--- src/rtl/ir_pkg.sv ---
// Shared IR beam definitions: default clock/carrier rates, FSM state encoding
// and the carrier half-period helper used by the emitter and the sensor logic.
package ir_pkg;

    localparam int unsigned CLK_HZ_DEFAULT     = 32'd100_000_000;
    localparam int unsigned CARRIER_HZ_DEFAULT = 32'd38_000;

    typedef enum logic [1:0] {
        IDLE  = 2'd0,
        BURST = 2'd1,
        GAP   = 2'd2
    } ir_state_e;

    // Clocks per carrier half-period, truncated.
    function automatic int unsigned half_period(input int unsigned clk_hz,
                                                input int unsigned carrier_hz);
        return clk_hz / (32'd2 * carrier_hz);
    endfunction

endpackage

--- src/rtl/ir_carrier_gen.sv ---
// Carrier half-period prescaler: emits a one-clock half_tick_o every HALF_PERIOD
// clocks while running; clr_i restarts the phase so every burst begins identically.
module ir_carrier_gen
    import ir_pkg::*;
#(
    parameter int unsigned HALF_PERIOD = 32'd1315
) (
    input  logic clk,
    input  logic rst,
    input  logic clr_i,
    input  logic run_i,
    output logic half_tick_o,
    output logic tick_next_o
);

    localparam int unsigned          CNT_W   = (HALF_PERIOD > 32'd1) ? $clog2(HALF_PERIOD) : 32'd1;
    localparam logic [CNT_W-1:0]     CNT_MAX = CNT_W'(HALF_PERIOD - 32'd1);

    logic [CNT_W-1:0] cnt_q;
    logic [CNT_W-1:0] cnt_d;

    // Next prescaler value; held at zero while stopped or being cleared.
    always_comb begin
        cnt_d = cnt_q;
        if (clr_i || !run_i) begin
            cnt_d = CNT_W'(0);
        end else if (cnt_q == CNT_MAX) begin
            cnt_d = CNT_W'(0);
        end else begin
            cnt_d = cnt_q + CNT_W'(1);
        end
    end

    // tick_next_o lets the FSM register a strobe that lines up with the coming tick.
    assign half_tick_o = run_i && !clr_i && (cnt_q == CNT_MAX);
    assign tick_next_o = (cnt_d == CNT_MAX);

    // Prescaler register.
    always_ff @(posedge clk or posedge rst) begin
        if (rst) begin
            cnt_q <= CNT_W'(0);
        end else begin
            cnt_q <= cnt_d;
        end
    end

endmodule

--- src/rtl/ir_beam_emitter.sv ---
// IR break-beam emitter: carrier-modulated burst/gap sequencer with a sample
// strobe on the last clock of each burst and a wrapping completed-burst counter.
module ir_beam_emitter
    import ir_pkg::*;
#(
    parameter int unsigned CLK_HZ       = CLK_HZ_DEFAULT,
    parameter int unsigned CARRIER_HZ   = CARRIER_HZ_DEFAULT,
    parameter int unsigned BURST_CYCLES = 32'd20,
    parameter int unsigned GAP_CYCLES   = 32'd20
) (
    input  logic        clk,
    input  logic        rst,
    input  logic        enable,
    input  logic        start,
    output logic        tx_ir,
    output logic        burst_active,
    output logic        busy,
    output logic        sample_strobe,
    output logic [15:0] burst_count
);

    localparam int unsigned HALF_PERIOD = half_period(CLK_HZ, CARRIER_HZ);
    localparam int unsigned MAX_CYCLES  = (BURST_CYCLES > GAP_CYCLES) ? BURST_CYCLES : GAP_CYCLES;
    localparam int unsigned HC_W        = (MAX_CYCLES > 32'd1) ? $clog2(32'd2 * MAX_CYCLES) : 32'd1;
    localparam logic [HC_W-1:0] BURST_LAST = HC_W'(32'd2 * BURST_CYCLES - 32'd1);
    localparam logic [HC_W-1:0] GAP_LAST   = HC_W'(32'd2 * GAP_CYCLES - 32'd1);

    ir_state_e        state_q, state_d;
    logic [HC_W-1:0]  hcnt_q, hcnt_d;
    logic             tx_q, tx_d;
    logic [15:0]      burst_count_q, burst_count_d;
    logic             burst_active_q, busy_q, strobe_q;
    logic             launch_s;
    logic             half_tick_s;
    logic             tick_next_s;

    ir_carrier_gen #(
        .HALF_PERIOD (HALF_PERIOD)
    ) u_carrier (
        .clk         (clk),
        .rst         (rst),
        .clr_i       (launch_s),
        .run_i       (state_q != IDLE),
        .half_tick_o (half_tick_s),
        .tick_next_o (tick_next_s)
    );

    // Burst/gap sequencing: lengths are counted in carrier half-periods.
    always_comb begin
        state_d       = state_q;
        hcnt_d        = hcnt_q;
        tx_d          = tx_q;
        burst_count_d = burst_count_q;
        launch_s      = 1'b0;
        case (state_q)
            IDLE: begin
                tx_d   = 1'b0;
                hcnt_d = HC_W'(0);
                if (enable || start) begin
                    state_d  = BURST;
                    tx_d     = 1'b1;
                    launch_s = 1'b1;
                end else begin
                    state_d = IDLE;
                end
            end
            BURST: begin
                if (!half_tick_s) begin
                    state_d = BURST;
                end else if (hcnt_q == BURST_LAST) begin
                    state_d       = GAP;
                    hcnt_d        = HC_W'(0);
                    tx_d          = 1'b0;
                    burst_count_d = burst_count_q + 16'd1;
                end else begin
                    hcnt_d = hcnt_q + HC_W'(1);
                    tx_d   = ~tx_q;
                end
            end
            GAP: begin
                tx_d = 1'b0;
                if (!half_tick_s) begin
                    state_d = GAP;
                end else if (hcnt_q == GAP_LAST) begin
                    hcnt_d = HC_W'(0);
                    if (enable) begin
                        state_d = BURST;
                        tx_d    = 1'b1;
                    end else begin
                        state_d = IDLE;
                    end
                end else begin
                    hcnt_d = hcnt_q + HC_W'(1);
                end
            end
            default: begin
                state_d = IDLE;
                hcnt_d  = HC_W'(0);
                tx_d    = 1'b0;
            end
        endcase
    end

    // State, counters and registered outputs; strobe is registered one clock early.
    always_ff @(posedge clk or posedge rst) begin
        if (rst) begin
            state_q        <= IDLE;
            hcnt_q         <= HC_W'(0);
            tx_q           <= 1'b0;
            burst_count_q  <= 16'd0;
            burst_active_q <= 1'b0;
            busy_q         <= 1'b0;
            strobe_q       <= 1'b0;
        end else begin
            state_q        <= state_d;
            hcnt_q         <= hcnt_d;
            tx_q           <= tx_d;
            burst_count_q  <= burst_count_d;
            burst_active_q <= (state_d == BURST);
            busy_q         <= (state_d != IDLE);
            strobe_q       <= (state_d == BURST) && tick_next_s && (hcnt_d == BURST_LAST);
        end
    end

    assign tx_ir         = tx_q;
    assign burst_active  = burst_active_q;
    assign busy          = busy_q;
    assign sample_strobe = strobe_q;
    assign burst_count   = burst_count_q;

endmodule

--- config.mk ---
export PLATFORM = sky130hd
export DESIGN_NAME = ir_beam_emitter
export DESIGN_NICKNAME = d
export VERILOG_FILES = /design/src/rtl/ir_pkg.sv /design/src/rtl/ir_carrier_gen.sv /design/src/rtl/ir_beam_emitter.sv
export SDC_FILE = /design/constraint.sdc
export NUM_CORES = 1
export LEC_CHECK = 0
export CORE_AREA = 4 4 65 126
export DETAILED_ROUTE_END_ITERATION = 12
export DIE_AREA = 0 0 69 130
export SETUP_SLACK_MARGIN = 0.02
export SYNTH_ARGS = -nofsm -noshare
export SYNTH_HDL_FRONTEND = slang
export SYNTH_SLANG_ARGS = --single-unit
--- constraint.sdc ---
create_clock -name clk -period 2.5 [get_ports clk]
set_input_delay 0.75 -clock clk [delete_from_list [all_inputs] [get_ports clk]]
set_output_delay 0.75 -clock clk [all_outputs]
set_load 0.02 [all_outputs]
==> results.ini, run 1 <==
[final_layout]
final_nets = 244
antenna_cells = 0
syn2layout_area_growth_pct = 25.33
fin_util_pct = 36.12
drive_gt1_share_pct = 15.45

[grt]
grt_antenna_before_repair = 0
grt_max_degree = 40
grt_pass1_vias = 1602
grt.busiest_layer = met2
use_met2_pct = 22.07
grt-ovfl-total = 0
use_met3_pct = 2.159
grt.met1_usage_pct = 10.04
grt_pass1_wl_um = 7603
track_usage_pct = 10.96

[clocking]
clkSinkCount = 39
postCtsSetupBuffers = 0
clockRootBuffer = clkbuf_16
clkSlewWorstSetupHoldPaths_ns = 0.06
holdBufCountCts = 0
cts_max_level = 2
clk_latency_ns = 0.29
cts_tree = yes
cts.path.max_buffers = 2
cts_resized = 0
cts_buffers = 5

[route]
vias_per_cell = 4.698
drcViolationCount = 0
first_pass_iters = 4
drtIter0Drc = 49
routed_wl_um = 4555
antenna_left = 0
num_vias = 1527
wire_per_inst_um = 14.02

[worst_setup_path]
cp.arrival_ns = 2.49
crit_chain = inv_1 > ha_1 > and4bb_1 > and4b_1 > nand4_4 > mux2_4 > or4b_4 > nor4_2
endpoint_kind = flip-flop
crit_type = flip-flop to flip-flop
cp_slowest_stage_delay_ns = 0.51
start_kind = flip-flop
required_ns = 2.70
critPathSlowestCell = or4b_4
cp_max_fo = 5

[sta]
slew_violations = 0
rsz0062_at_grt = no
max_freq_ghz = 0.4354
skew_ns = 0.006317
max_slew_margin_pct = 66.05
post-route-period-util_pct = 91.86
worstMarginPinSlew_ns = 0.5092
totalNegativeSetupSlack_ns = 0
finalHoldViolations = 0
min_period_ns = 2.297
finalSetupViolCount = 0
final.setup.worst_slack_ns = 0.2034

[synth]
synthMuxAreaShare_pct = 2.210
synth-seq-cells = 39
synth.avg_cell_area_um2 = 10.69
synth-xor-area-share_pct = 10.87
yosys_warnings = 0
synth_edf_count = 0
synthSimpleGateAreaFrac_pct = 25.45
synth_compound_gate_area_share_pct = 5.854
synth_top_family_by_area = simple AND/OR/NAND/NOR gates
synth_nets = 208
synthAdderAreaFrac_pct = 4.779
syn_area_um2 = 2095
seq_area_frac_synth_pct = 46.59
ys.flop_type = dfrtp_1
yosysUniqueCellTypes = 47
async_flop_share_pct = 100.0
syn-instance-count = 196

[power_and_ir_drop]
peakVddDrop_mv = 0.2597
p_per_area_nw_per_um2 = 639.4
power_w = 0.001678
leakagePower_nw = 1.164

[job]
maxCapViolCount = 0

[floorplanning]
rows = 44
die_h_um = 130
io_pins = 24
core_area_um2 = 7267
die_area_um2 = 8970
die_x_um = 69
start_util_pct = 28.82

[run_status]
status = complete, no violations

[place]
dp_slack_ns = 0.1725
dpl.hpwl_um = 3520
gp_congestion = 0.7657
port_buffers = 23

[hold_path]
hold_class = flip-flop to flip-flop

==> routing by layer <==
layer | vias up | part of all wire [%]
li1 | 751 | -
met1 | 749 | 35
met2 | 20 | 60
met3 | 7 | 2.8
met4 | 0 | 2.2
met5 | - | 0
==> Yosys cell counts, types with 4 or more instances <==
cell,count,area share (%)
dfrtp_1,39,47
nor2_1,23,4.1
xnor2_1,20,8.4
nand3_1,12,2.9
nand2_1,9,1.6
ha_1,8,4.8
inv_1,8,1.4
nand4_1,8,2.4
o21ai_0,6,1.4
xor2_1,6,2.5
nor2b_1,5,1.5
buf_6,4,2.2
==> registers in the layout (all words and copies together) (netlist names) <==
name and flops:
burst_count 16, u_carrier.cnt_q 11, hcnt_q 6, state_q 2, burst_active 1, busy 1
sample_strobe 1, tx_ir 1
==> stage by stage <==
step                instances  hold slack (ns)  instance area (um2)
floorplan                 196           0.4683                 2095
global placement          317           0.4636                 2464
detailed placement        317           0.4745                 2464
CTS                       325           0.4882                 2624
global route              325           0.5164                 2625
finish                    325           0.4789                 2625
==> placed cells by master (no fill, tap or decap), drive strengths merged, types with 2 or more instances in the layout <==
master	instances
clkdlybuf4s50	23
nor3b	2
or2	2
o21ai	6
xor2	6
nand3b	2
inv	8
mux2i	2
nor2b	5
nand4	9
and4b	2
clkbuf	7
a31oi	2
ha	8
and4bb	2
and3	5
and4	2
xnor2	20
mux2	2
buf	11
nor2	25
nand2	9
a21oi	3
o21a	2
nand3	12
and2	3
nor4	2
dfrtp	39
==> final cells by class <==
cell class	count	area, um2
timing repair buffer	34	312.8
inverter	8	30.03
clock buffer	7	152.6
tap	92	115.1
sequential	39	975.9
multi-input combinational	144	1031
fill	750	4642
clock inverter	1	7.507
==> final timing paths <==
path | startpoint | endpoint | slack, ns | cells after the start
setup / recovery | u_carrier.cnt_q[0]$_DFF_PP0_ | sample_strobe$_DFF_PP0_ | 0.20 | 8
hold / removal | burst_count[15]$_DFFE_PP0P_ | burst_count[15]$_DFFE_PP0P_ | 0.48 | 1
setup reg to reg | u_carrier.cnt_q[0]$_DFF_PP0_ | sample_strobe$_DFF_PP0_ | 0.20 | 8
hold reg to reg | burst_count[15]$_DFFE_PP0P_ | burst_count[15]$_DFFE_PP0P_ | 0.48 | 1
max in group asynchronous | rst | burst_count[0]$_DFFE_PP0P_ | 1.25 | 3
min in group asynchronous | rst | u_carrier.cnt_q[1]$_DFF_PP0_ | 0.90 | 3
==> logic make-up after synthesis <==
kind of cell             Yosys count
AND/OR/NAND/NOR                   87
flip-flops                        39
XOR/XNOR                          26
AO/OA/AOI/OAI                     19
buffers and inverters             13
adder cells (fa/ha/maj)            8
multiplexers                       4
==> worst max-delay path, delay by kind of cell (launching register included) <==
family / cells / cell delay, ns
simple gates: 5 / 1.26
fa+ha+maj: 1 / 0.13
mux: 1 / 0.32
buf+inv: 1 / 0.07
flops: 1 / 0.42
==> power breakdown <==
part	switching [W]	total, W	internal (W)
sequential	0.0000632	0.000745	0.000681
clock	0.000255	0.000679	0.000424
combinational	0.000140	0.000255	0.000115
total	0.000457	0.00168	0.00122
(Power assumes the default switching activity.)
==> run 2, diff against run 1 <==
- clock period: 2.5 -> 2.7 ns (I/O delays scaled with it)
==> results.ini, run 2 (synthesis gave the netlist of run 1 again) <==
[clocking]
cts_tree = yes  ; unchanged
clkSinkCount = 39  ; unchanged
holdBufCountCts = 0  ; unchanged
clkSlewWorstSetupHoldPaths_ns = 0.06  ; about the same
cts_resized = 0  ; unchanged
clockRootBuffer = clkbuf_16  ; unchanged
postCtsSetupBuffers = 0  ; unchanged
cts_buffers = 5  ; unchanged
cts_max_level = 2  ; unchanged
clk_latency_ns = 0.28  ; was 0.29 ns
cts.path.max_buffers = 2  ; unchanged

[grt]
grt-ovfl-total = 0  ; unchanged
grt_max_degree = 40  ; unchanged
track_usage_pct = 10.60  ; was 10.96%
grt_antenna_before_repair = 0  ; unchanged
grt_pass1_wl_um = 7231  ; was 7603 um
grt_pass1_vias = 1500  ; was 1602

[worst_setup_path]
cp.depth = 8  ; unchanged
crit_chain = inv_1 > ha_1 > and4bb_1 > and4b_1 > nand4_4 > mux2_4 > or4b_4 > nor4_2  ; unchanged
r2r-end = sample_strobe$_DFF_PP0_  ; unchanged
startpoint = u_carrier.cnt_q[0]$_DFF_PP0_  ; unchanged
required_ns = 2.89  ; was 2.70 ns
cp.arrival_ns = 2.70  ; was 2.49 ns
cp_slowest_stage_delay_ns = 0.51  ; about the same
endpoint_kind = flip-flop  ; unchanged
start_kind = flip-flop  ; unchanged
r2r_start = u_carrier.cnt_q[0]$_DFF_PP0_  ; unchanged
reg2regPathDepth = 8  ; unchanged
critPathSlowestCell = or4b_4  ; unchanged
endpoint = sample_strobe$_DFF_PP0_  ; unchanged
crit_type = flip-flop to flip-flop  ; unchanged
crit_buf_inv = 1  ; unchanged
cp_max_fo = 8  ; was 5
cp_top_family = simple AND/OR/NAND/NOR gates  ; unchanged
r2r_slack_ns = 0.19  ; was 0.20 ns

[sta]
post-route-period-util_pct = 92.83  ; was 91.86%
final.setup.worst_slack_ns = 0.1935  ; was 0.2034 ns
worstMarginPinSlew_ns = 0.4887  ; was 0.5092 ns
rsz0062_at_grt = no  ; unchanged
finalHoldViolations = 0  ; unchanged
max_freq_ghz = 0.3990  ; was 0.4354 GHz
min_period_ns = 2.507  ; was 2.297 ns
max_slew_margin_pct = 67.24  ; was 66.05%
totalNegativeSetupSlack_ns = 0  ; unchanged
slew_violations = 0  ; unchanged
finalSetupViolCount = 0  ; unchanged
skew_ns = 0.005013  ; was 0.006317 ns

[floorplanning]
core_area_um2 = 7267  ; unchanged
die_h_um = 130  ; unchanged
die_area_um2 = 8970  ; unchanged
io_pins = 24  ; unchanged
rows = 44  ; unchanged
die_x_um = 69  ; unchanged
start_util_pct = 28.82  ; unchanged

[route]
wire_per_inst_um = 14.05  ; was 14.02 um
first_pass_iters = 4  ; unchanged
drcViolationCount = 0  ; unchanged
drtIter0Drc = 39  ; was 49
num_vias = 1495  ; was 1527
vias_per_cell = 4.731  ; was 4.698
antenna_left = 0  ; unchanged
routed_wl_um = 4439  ; was 4555 um

[place]
gp_congestion = 0.7555  ; was 0.7657
dpl.hpwl_um = 3474  ; was 3520 um
port_buffers = 23  ; unchanged
dp_slack_ns = 0.2015  ; was 0.1725 ns

[hold_path]
hold_class = flip-flop to flip-flop  ; unchanged

[final_layout]
layout_commonest_cell = dfrtp_1  ; unchanged
syn2layout_area_growth_pct = 21.62  ; was 25.33%
drive_gt1_share_pct = 11.61  ; was 15.45%
most-common-layout-cells = dfrtp_1, nor2_1, clkdlybuf4s50_1, xnor2_1, nand3_1  ; unchanged
final_nets = 236  ; was 244
antenna_cells = 0  ; unchanged
largest_register_ffs = 16  ; unchanged
fill_cells = 761  ; was 750

[run_status]
status = complete, no violations  ; unchanged

[power_and_ir_drop]
peakVddDrop_mv = 0.2383  ; was 0.2597 mV
p_per_area_nw_per_um2 = 586.3  ; was 639.4 nW/um2
leakagePower_nw = 1.118  ; was 1.164 nW

[job]
maxCapViolCount = 0  ; unchanged

run 2: cell count changes in the layout (fill, tap and decap cells not counted), sizes merged:
cell / before / now
buf: 11 / 3
clkbuf: 7 / 6
clkinv: 0 / 1
clkinvlp: 1 / 0
run 2: where the power goes:
group | internal [W] | switching [W]
clock | 0.000360 | 0.000217
sequential | 0.000631 | 0.0000718
combinational | 0.0000970 | 0.000117
run 2: cell type report:
cell class	instances	area (um2)	area share (%)
clock buffer	6	138.9	5.452
clock inverter	1	5.005	0.1965
inverter	8	30.03	1.179
multi-input combinational	144	1030	40.42
sequential	39	975.9	38.31
tap	92	115.1	4.519
timing repair buffer	26	252.7	9.921
run 2: worst min-delay path by stage:
stage / slack [ns] / endpoint / depth (start not counted) / from
after floorplan: 0.47 / u_carrier.cnt_q[0]$_DFF_PP0_ / 1 / u_carrier.cnt_q[0]$_DFF_PP0_
after global placement: 0.47 / burst_count[15]$_DFFE_PP0P_ / 1 / burst_count[15]$_DFFE_PP0P_
after detailed placement: 0.48 / burst_count[15]$_DFFE_PP0P_ / 1 / burst_count[15]$_DFFE_PP0P_
after CTS: 0.49 / burst_count[15]$_DFFE_PP0P_ / 1 / burst_count[15]$_DFFE_PP0P_
after global routing: 0.50 / burst_count[15]$_DFFE_PP0P_ / 1 / burst_count[15]$_DFFE_PP0P_
final: 0.48 / burst_count[15]$_DFFE_PP0P_ / 1 / burst_count[15]$_DFFE_PP0P_
run 2: layer usage:
| layer | global-route usage [%] | up-vias | wire length [um] | part of all wire, % |
|---|---|---|---|---|
| li1 | - | 732 | - | - |
| met1 | 8.955 | 722 | 1467 | 33 |
| met2 | 21.40 | 30 | 2641 | 59 |
| met3 | 2.544 | 11 | 159 | 3.6 |
| met4 | 6.674 | 0 | 170 | 3.8 |
| met5 | 0 | - | 0 | 0 |
run 2: metrics by stage:
| step | instance area (um2) | total power [W] | util [%] | hold slack [ns] | cells |
|---|---|---|---|---|---|
| after global routing | 2547 | 0.001585 | 35.06 | 0.5017 | 316 |
| after CTS | 2547 | 0.001520 | 35.06 | 0.4895 | 316 |
| after global placement | 2404 | 0.0009297 | 33.08 | 0.4674 | 309 |
| final | 2547 | 0.001494 | 35.06 | 0.4776 | 316 |
| after detailed placement | 2404 | 0.0009316 | 33.08 | 0.4796 | 309 |
| after floorplan | 2095 | 0.0008742 | - | 0.4683 | 196 |
==> run 3, diff against run 2 <==
--- a/config.mk
+++ b/config.mk
@@ -9,4 +9,5 @@
 export DETAILED_ROUTE_END_ITERATION = 12
 export DIE_AREA = 0 0 69 130
+export GPL_TIMING_DRIVEN = 0
 export SETUP_SLACK_MARGIN = 0.02
 export SYNTH_ARGS = -nofsm -noshare
==> constraint.sdc (replaced) <==
create_clock -name clk -period 2.7 [get_ports clk]
set_input_delay 0.27 -clock clk [delete_from_list [all_inputs] [get_ports clk]]
set_output_delay 0.27 -clock clk [all_outputs]
set_load 0.02 [all_outputs]
==> results.ini, run 3 (synthesis gave the netlist of run 1 again) <==
[grt]
grt_pass1_wl_um = 7479  ; was 7231 um
grt_antenna_before_repair = 0  ; unchanged
track_usage_pct = 10.86  ; was 10.60%
grt_max_degree = 40  ; unchanged
grt_pass1_vias = 1576  ; was 1500
grt-ovfl-total = 0  ; unchanged

[power_and_ir_drop]
p_sw_share_pct = 28.24  ; was 27.14%
power.share.sequential_pct = 44.5  ; was 47.1%
peakVddDrop_mv = 0.2249  ; was 0.2383 mV
intPower_w = 0.001111  ; was 0.001088 W
clkPwrFrac_pct = 39.8  ; was 38.6%
leakagePower_nw = 1.134  ; was 1.118 nW
power_frac_comb_pct = 15.6  ; was 14.3%
p_per_area_nw_per_um2 = 595.3  ; was 586.3 nW/um2
switchingPower_w = 0.0004371  ; was 0.0004053 W

[clocking]
postCtsSetupBuffers = 0  ; unchanged
clkSlewWorstSetupHoldPaths_ns = 0.06  ; about the same
cts_tree = yes  ; unchanged
cts.path.max_buffers = 2  ; unchanged
cts_buffers = 5  ; unchanged
cts_max_level = 2  ; unchanged
clockRootBuffer = clkbuf_16  ; unchanged
clk_latency_ns = 0.29  ; was 0.28 ns
clkSinkCount = 39  ; unchanged

[place]
port_buffers = 23  ; unchanged
dpl.hpwl_um = 3322  ; was 3474 um
gp_congestion = 0.7532  ; was 0.7555
postPlaceCellArea_um2 = 2440  ; was 2404 um2

[worst_setup_path]
r2r_start = u_carrier.cnt_q[0]$_DFF_PP0_  ; unchanged
cp.arrival_ns = 2.64  ; was 2.70 ns
reg2regPathDepth = 9  ; was 8
cp_slowest_stage_delay_ns = 0.53  ; was 0.51 ns
crit_chain = inv_1 > ha_1 > and4bb_1 > and4b_1 > buf_6 > nand4_4 > mux2_4 > or4b_4 > nor4_2  ; was inv_1 > ha_1 > and4bb_1 > and4b_1 > nand4_4 > mux2_4 > or4b_4 > nor4_2
required_ns = 2.90  ; was 2.89 ns
r2r-end = sample_strobe$_DFF_PP0_  ; unchanged
crit_type = flip-flop to flip-flop  ; unchanged
cp_max_fo = 8  ; unchanged
critPathSlowestCell = or4b_4  ; unchanged
endpoint_kind = flip-flop  ; unchanged
start_kind = flip-flop  ; unchanged
r2r_slack_ns = 0.26  ; was 0.19 ns

[sta]
finalHoldViolations = 0  ; unchanged
slew_violations = 0  ; unchanged
finalSetupViolCount = 0  ; unchanged
rsz0062_at_grt = no  ; unchanged
max_slew_margin_pct = 45.08  ; was 67.24%
post-route-period-util_pct = 90.53  ; was 92.83%
totalNegativeSetupSlack_ns = 0  ; unchanged
min_period_ns = 2.444  ; was 2.507 ns
max_freq_ghz = 0.4091  ; was 0.3990 GHz
worstMarginPinSlew_ns = 0.8226  ; was 0.4887 ns
skew_ns = 0.006314  ; was 0.005013 ns

[floorplanning]
die_h_um = 130  ; unchanged
core_area_um2 = 7267  ; unchanged
io_pins = 24  ; unchanged
start_util_pct = 28.82  ; unchanged
rows = 44  ; unchanged
die_area_um2 = 8970  ; unchanged
die_x_um = 69  ; unchanged

[final_layout]
most-common-layout-cells = dfrtp_1, nor2_1, clkdlybuf4s50_1, xnor2_1, nand3_1  ; unchanged
layout_commonest_cell = dfrtp_1  ; unchanged
largest_register_ffs = 16  ; unchanged
finish.instance_area_um2 = 2600  ; was 2547 um2
final_nets = 238  ; was 236
drive_gt1_share_pct = 13.22  ; was 11.61%
antenna_cells = 0  ; unchanged
syn2layout_area_growth_pct = 24.13  ; was 21.62%

[route]
drcViolationCount = 0  ; unchanged
routed_wl_um = 4416  ; was 4439 um
antenna_left = 0  ; unchanged
vias_per_cell = 4.743  ; was 4.731
first_pass_iters = 4  ; unchanged
drtIter0Drc = 43  ; was 39
wire_per_inst_um = 13.84  ; was 14.05 um
num_vias = 1513  ; was 1495

[job]
maxCapViolCount = 0  ; unchanged

[hold_path]
hold_class = primary input to async pin  ; was flip-flop to flip-flop

[run_status]
status = complete, no violations  ; unchanged

[run 3: cell type report]
cell class / count / area [um2]
repair buffers: 23 / 230.2
flip-flops and latches: 39 / 975.9
clock buffers: 6 / 138.9
fillers: 745 / 4667
plain buffers: 5 / 58.81
well taps: 92 / 115.1
multi-input cells: 144 / 1035
inverters: 8 / 30.03
clock inverters: 2 / 16.27
[run 3: how the worst max path moves through the flow]
stage / start / end / slack (ns)
global placement: hcnt_q[0]$_DFF_PP0_ / sample_strobe$_DFF_PP0_ / 0.21
floorplan: u_carrier.cnt_q[0]$_DFF_PP0_ / sample_strobe$_DFF_PP0_ / 0.46
global route: u_carrier.cnt_q[0]$_DFF_PP0_ / sample_strobe$_DFF_PP0_ / 0.11
CTS: hcnt_q[0]$_DFF_PP0_ / sample_strobe$_DFF_PP0_ / 0.16
detailed placement: hcnt_q[0]$_DFF_PP0_ / sample_strobe$_DFF_PP0_ / 0.19
finish: u_carrier.cnt_q[0]$_DFF_PP0_ / sample_strobe$_DFF_PP0_ / 0.26
[run 3: through the flow]
stage | total power (W) | utilization (%) | hold slack, ns | std cells | setup WS, ns
after floorplan | 0.0008742 | - | 0.4683 | 196 | 0.4622
final | 0.001548 | 35.78 | 0.4555 | 319 | 0.2556
after global placement | 0.0009418 | 33.57 | 0.4638 | 311 | 0.2079
after CTS | 0.001575 | 35.71 | 0.4737 | 319 | 0.1605
after global routing | 0.001637 | 35.78 | 0.5060 | 319 | 0.1112
after detailed placement | 0.0009453 | 33.57 | 0.4639 | 311 | 0.1873
[run 3: timing repair]
item,in CTS,in global routing
gates resized for setup,0,1
hold endpoints to repair,0,0
hold buffers,0,0
endpoints found under the setup margin,0,1
[run 3: power groups by stage]
stage                     Sequential, W  Combinational, W  Clock, W
after floorplan                0.000697          0.000177         0
after global placement         0.000700          0.000242         0
after detailed placement       0.000701          0.000245         0
after CTS                      0.000690          0.000246  0.000639
after global routing           0.000697          0.000280  0.000660
final                          0.000689          0.000242  0.000616
[run 3: per-layer routing]
| layer | global-route usage [%] | vias up | part of all wire (%) |
|---|---|---|---|
| met1 | 9.139 | 742 | 34 |
| li1 | - | 741 | - |
| met4 | 6.214 | 0 | 2.8 |
| met5 | 0 | - | 0 |
| met2 | 21.79 | 24 | 60 |
| met3 | 3.238 | 6 | 3.4 |
[run 3: worst max-delay path, delay by kind of cell (launching register included)]
| kind | cells | cell delay [ns] |
|---|---|---|
| mux | 1 | 0.32 |
| flops | 1 | 0.42 |
| buf+inv | 2 | 0.21 |
| fa+ha+maj | 1 | 0.13 |
| simple gates | 5 | 1.26 |
==> RTL change (config.mk and constraints of run 1) <==
Encoding of `ir_state_e`: now one-hot (3 bits for 3 states).
--- a/src/rtl/ir_pkg.sv
+++ b/src/rtl/ir_pkg.sv
@@ -5,10 +5,10 @@
     localparam int unsigned CLK_HZ_DEFAULT     = 32'd100_000_000;
     localparam int unsigned CARRIER_HZ_DEFAULT = 32'd38_000;
 
-    typedef enum logic [1:0] {
-        IDLE  = 2'd0,
-        BURST = 2'd1,
-        GAP   = 2'd2
+    typedef enum logic [2:0] {
+        IDLE  = 3'b001,
+        BURST = 3'b010,
+        GAP   = 3'b100
     } ir_state_e;
 
     // Clocks per carrier half-period, truncated.
Formal check against the unedited RTL: no difference found for any inputs over 10 cycles, from zero or initial values and one cycle with rst high; not proved beyond that.
==> RTL change against run 1 <==
- clock skew down 0.0026 ns
- combinational power up 88%
- total power up 17%
- synthesized area up 5.0%
- design area up 1.8%
- non-clock buffer count down 7
- die area unchanged
- first-iteration DRC count up 20%
- setup slack better by 0.037 ns
- clock power down 5.0%
- routed wire length up 13%
- sequential cell count up 1
- cell count up 6.2%
==> RTL change: results (changes against run 1) <==
status=completed; clock buf count=6 (-1); WL met3=188 um (+47%); met2 Usage GRT=0.251 (+0.0298); reg-to-reg critical path endpoint=burst_count[15]; Routed WL=5160 um (+13%); Reg area=1000 sq um (+2.7%); reg2reg setup slack=0.24 ns (+0.04 ns); Seq pwr share=0.427 (-0.017); fraction of area in multi-input gates=0.418 (+0.0248); layout net count=260 (+6.6%); postcts setup bufs=0 (unchanged); clock skew=0.00367 ns (-0.00264 ns); Synth Register Bits=40 (+2.6%); TritonRoute pass-1 iters=4 (unchanged); CTS Buffer Depth=2 (unchanged); register area share after synthesis=0.456 (-0.0101); post-placement cell count=337 (+6.3%); Detail Placement HPWL=3920 um (+12%); slowest stage delay, CP=0.64 ns (+0.13 ns); CP arrival=2.43 ns (-0.06 ns); Max transition margin=0.507 (-0.154); most frequent cells after synthesis=dfrtp_1, nand2_1, xnor2_1; starting DRC count in detailed routing=59 (+20%); Peak VDD IR=334 uV (+29%); Worst Setup Path Type=flop to flop; met3 usage=0.0308 (+0.00925); final-layout fill cell count=743 (-0.93%); layout cells sized above 1=0.103 (-0.0517); first-pass GRT wire length=8740 um (+15%); cells after synthesis=223 (+14%); row count=44 (unchanged); met1 Usage GRT=0.112 (+0.0112); P_sw=0.646 mW (+41%); post_cts resized=0 (unchanged); Met2 Wirelength=3040 um (+11%); clock-cell share of area=0.0557 (-0.00530); post-synth cell types=48 (+2.1%); comb_multi_in=170 (+18%); ANT cells=0 (unchanged); Buffers, non-clock=27 (-21%); Data buffer area share=0.0974 (-0.0218); Syn Nets=231 (+11%); Worst Path Max Fanout=8 (+3); Vias/cell=5.09 (+8.4%); Comb. pwr=0.480 mW (+88%); Post-Route M1 WL=1730 um (+8.9%); largest net degree at the start of global routing=41 (+2.5%); GRT Util Overall=0.127 (+0.0170); R2R cell count=7 (-1); final std cells w/o fill=345 (+6.2%); Primary FF master, synth=dfrtp_1; Synth area leaders=dfrtp_1, xnor2_1, nand2_1, nand3_1, nor2_1; Root Buffer=clkbuf_16; CP delay by family, top=simple AND/OR/NAND/NOR gates; Critical-path top delay cell=nor4_2; LEAKAGE=1.07 nW (-8.0%); vias in the first global route=1768 (+10%); Final Wtd Congestion=0.869 (+14%)
-- RTL change: kinds of logic after synthesis --
group                      share of synthesized area
DFF                                            0.456
adders and majority gates                     0.0228
AOI/OAI and AO/OA                             0.0990
muxes                                        0.00968
and+or+nand+nor                                0.277
xor gates and xnor gates                      0.0996
buffers and inverters                         0.0364
-- RTL change: metrics by stage --
| stage | hold WS, ns | power (mW) | area, sq um | worst slack [ns] |
|---|---|---|---|---|
| 2_1_floorplan | 0.510 | 1.21 | 2200 | 0.507 |
| 3_3_place_gp | 0.466 | 1.33 | 2520 | 0.286 |
| 3_5_place_dp | 0.464 | 1.33 | 2520 | 0.260 |
| 4_1_cts | 0.474 | 2.00 | 2670 | 0.243 |
| 5_1_grt | 0.507 | 2.09 | 2670 | 0.0657 |
| 6_report | 0.473 | 1.96 | 2670 | 0.241 |
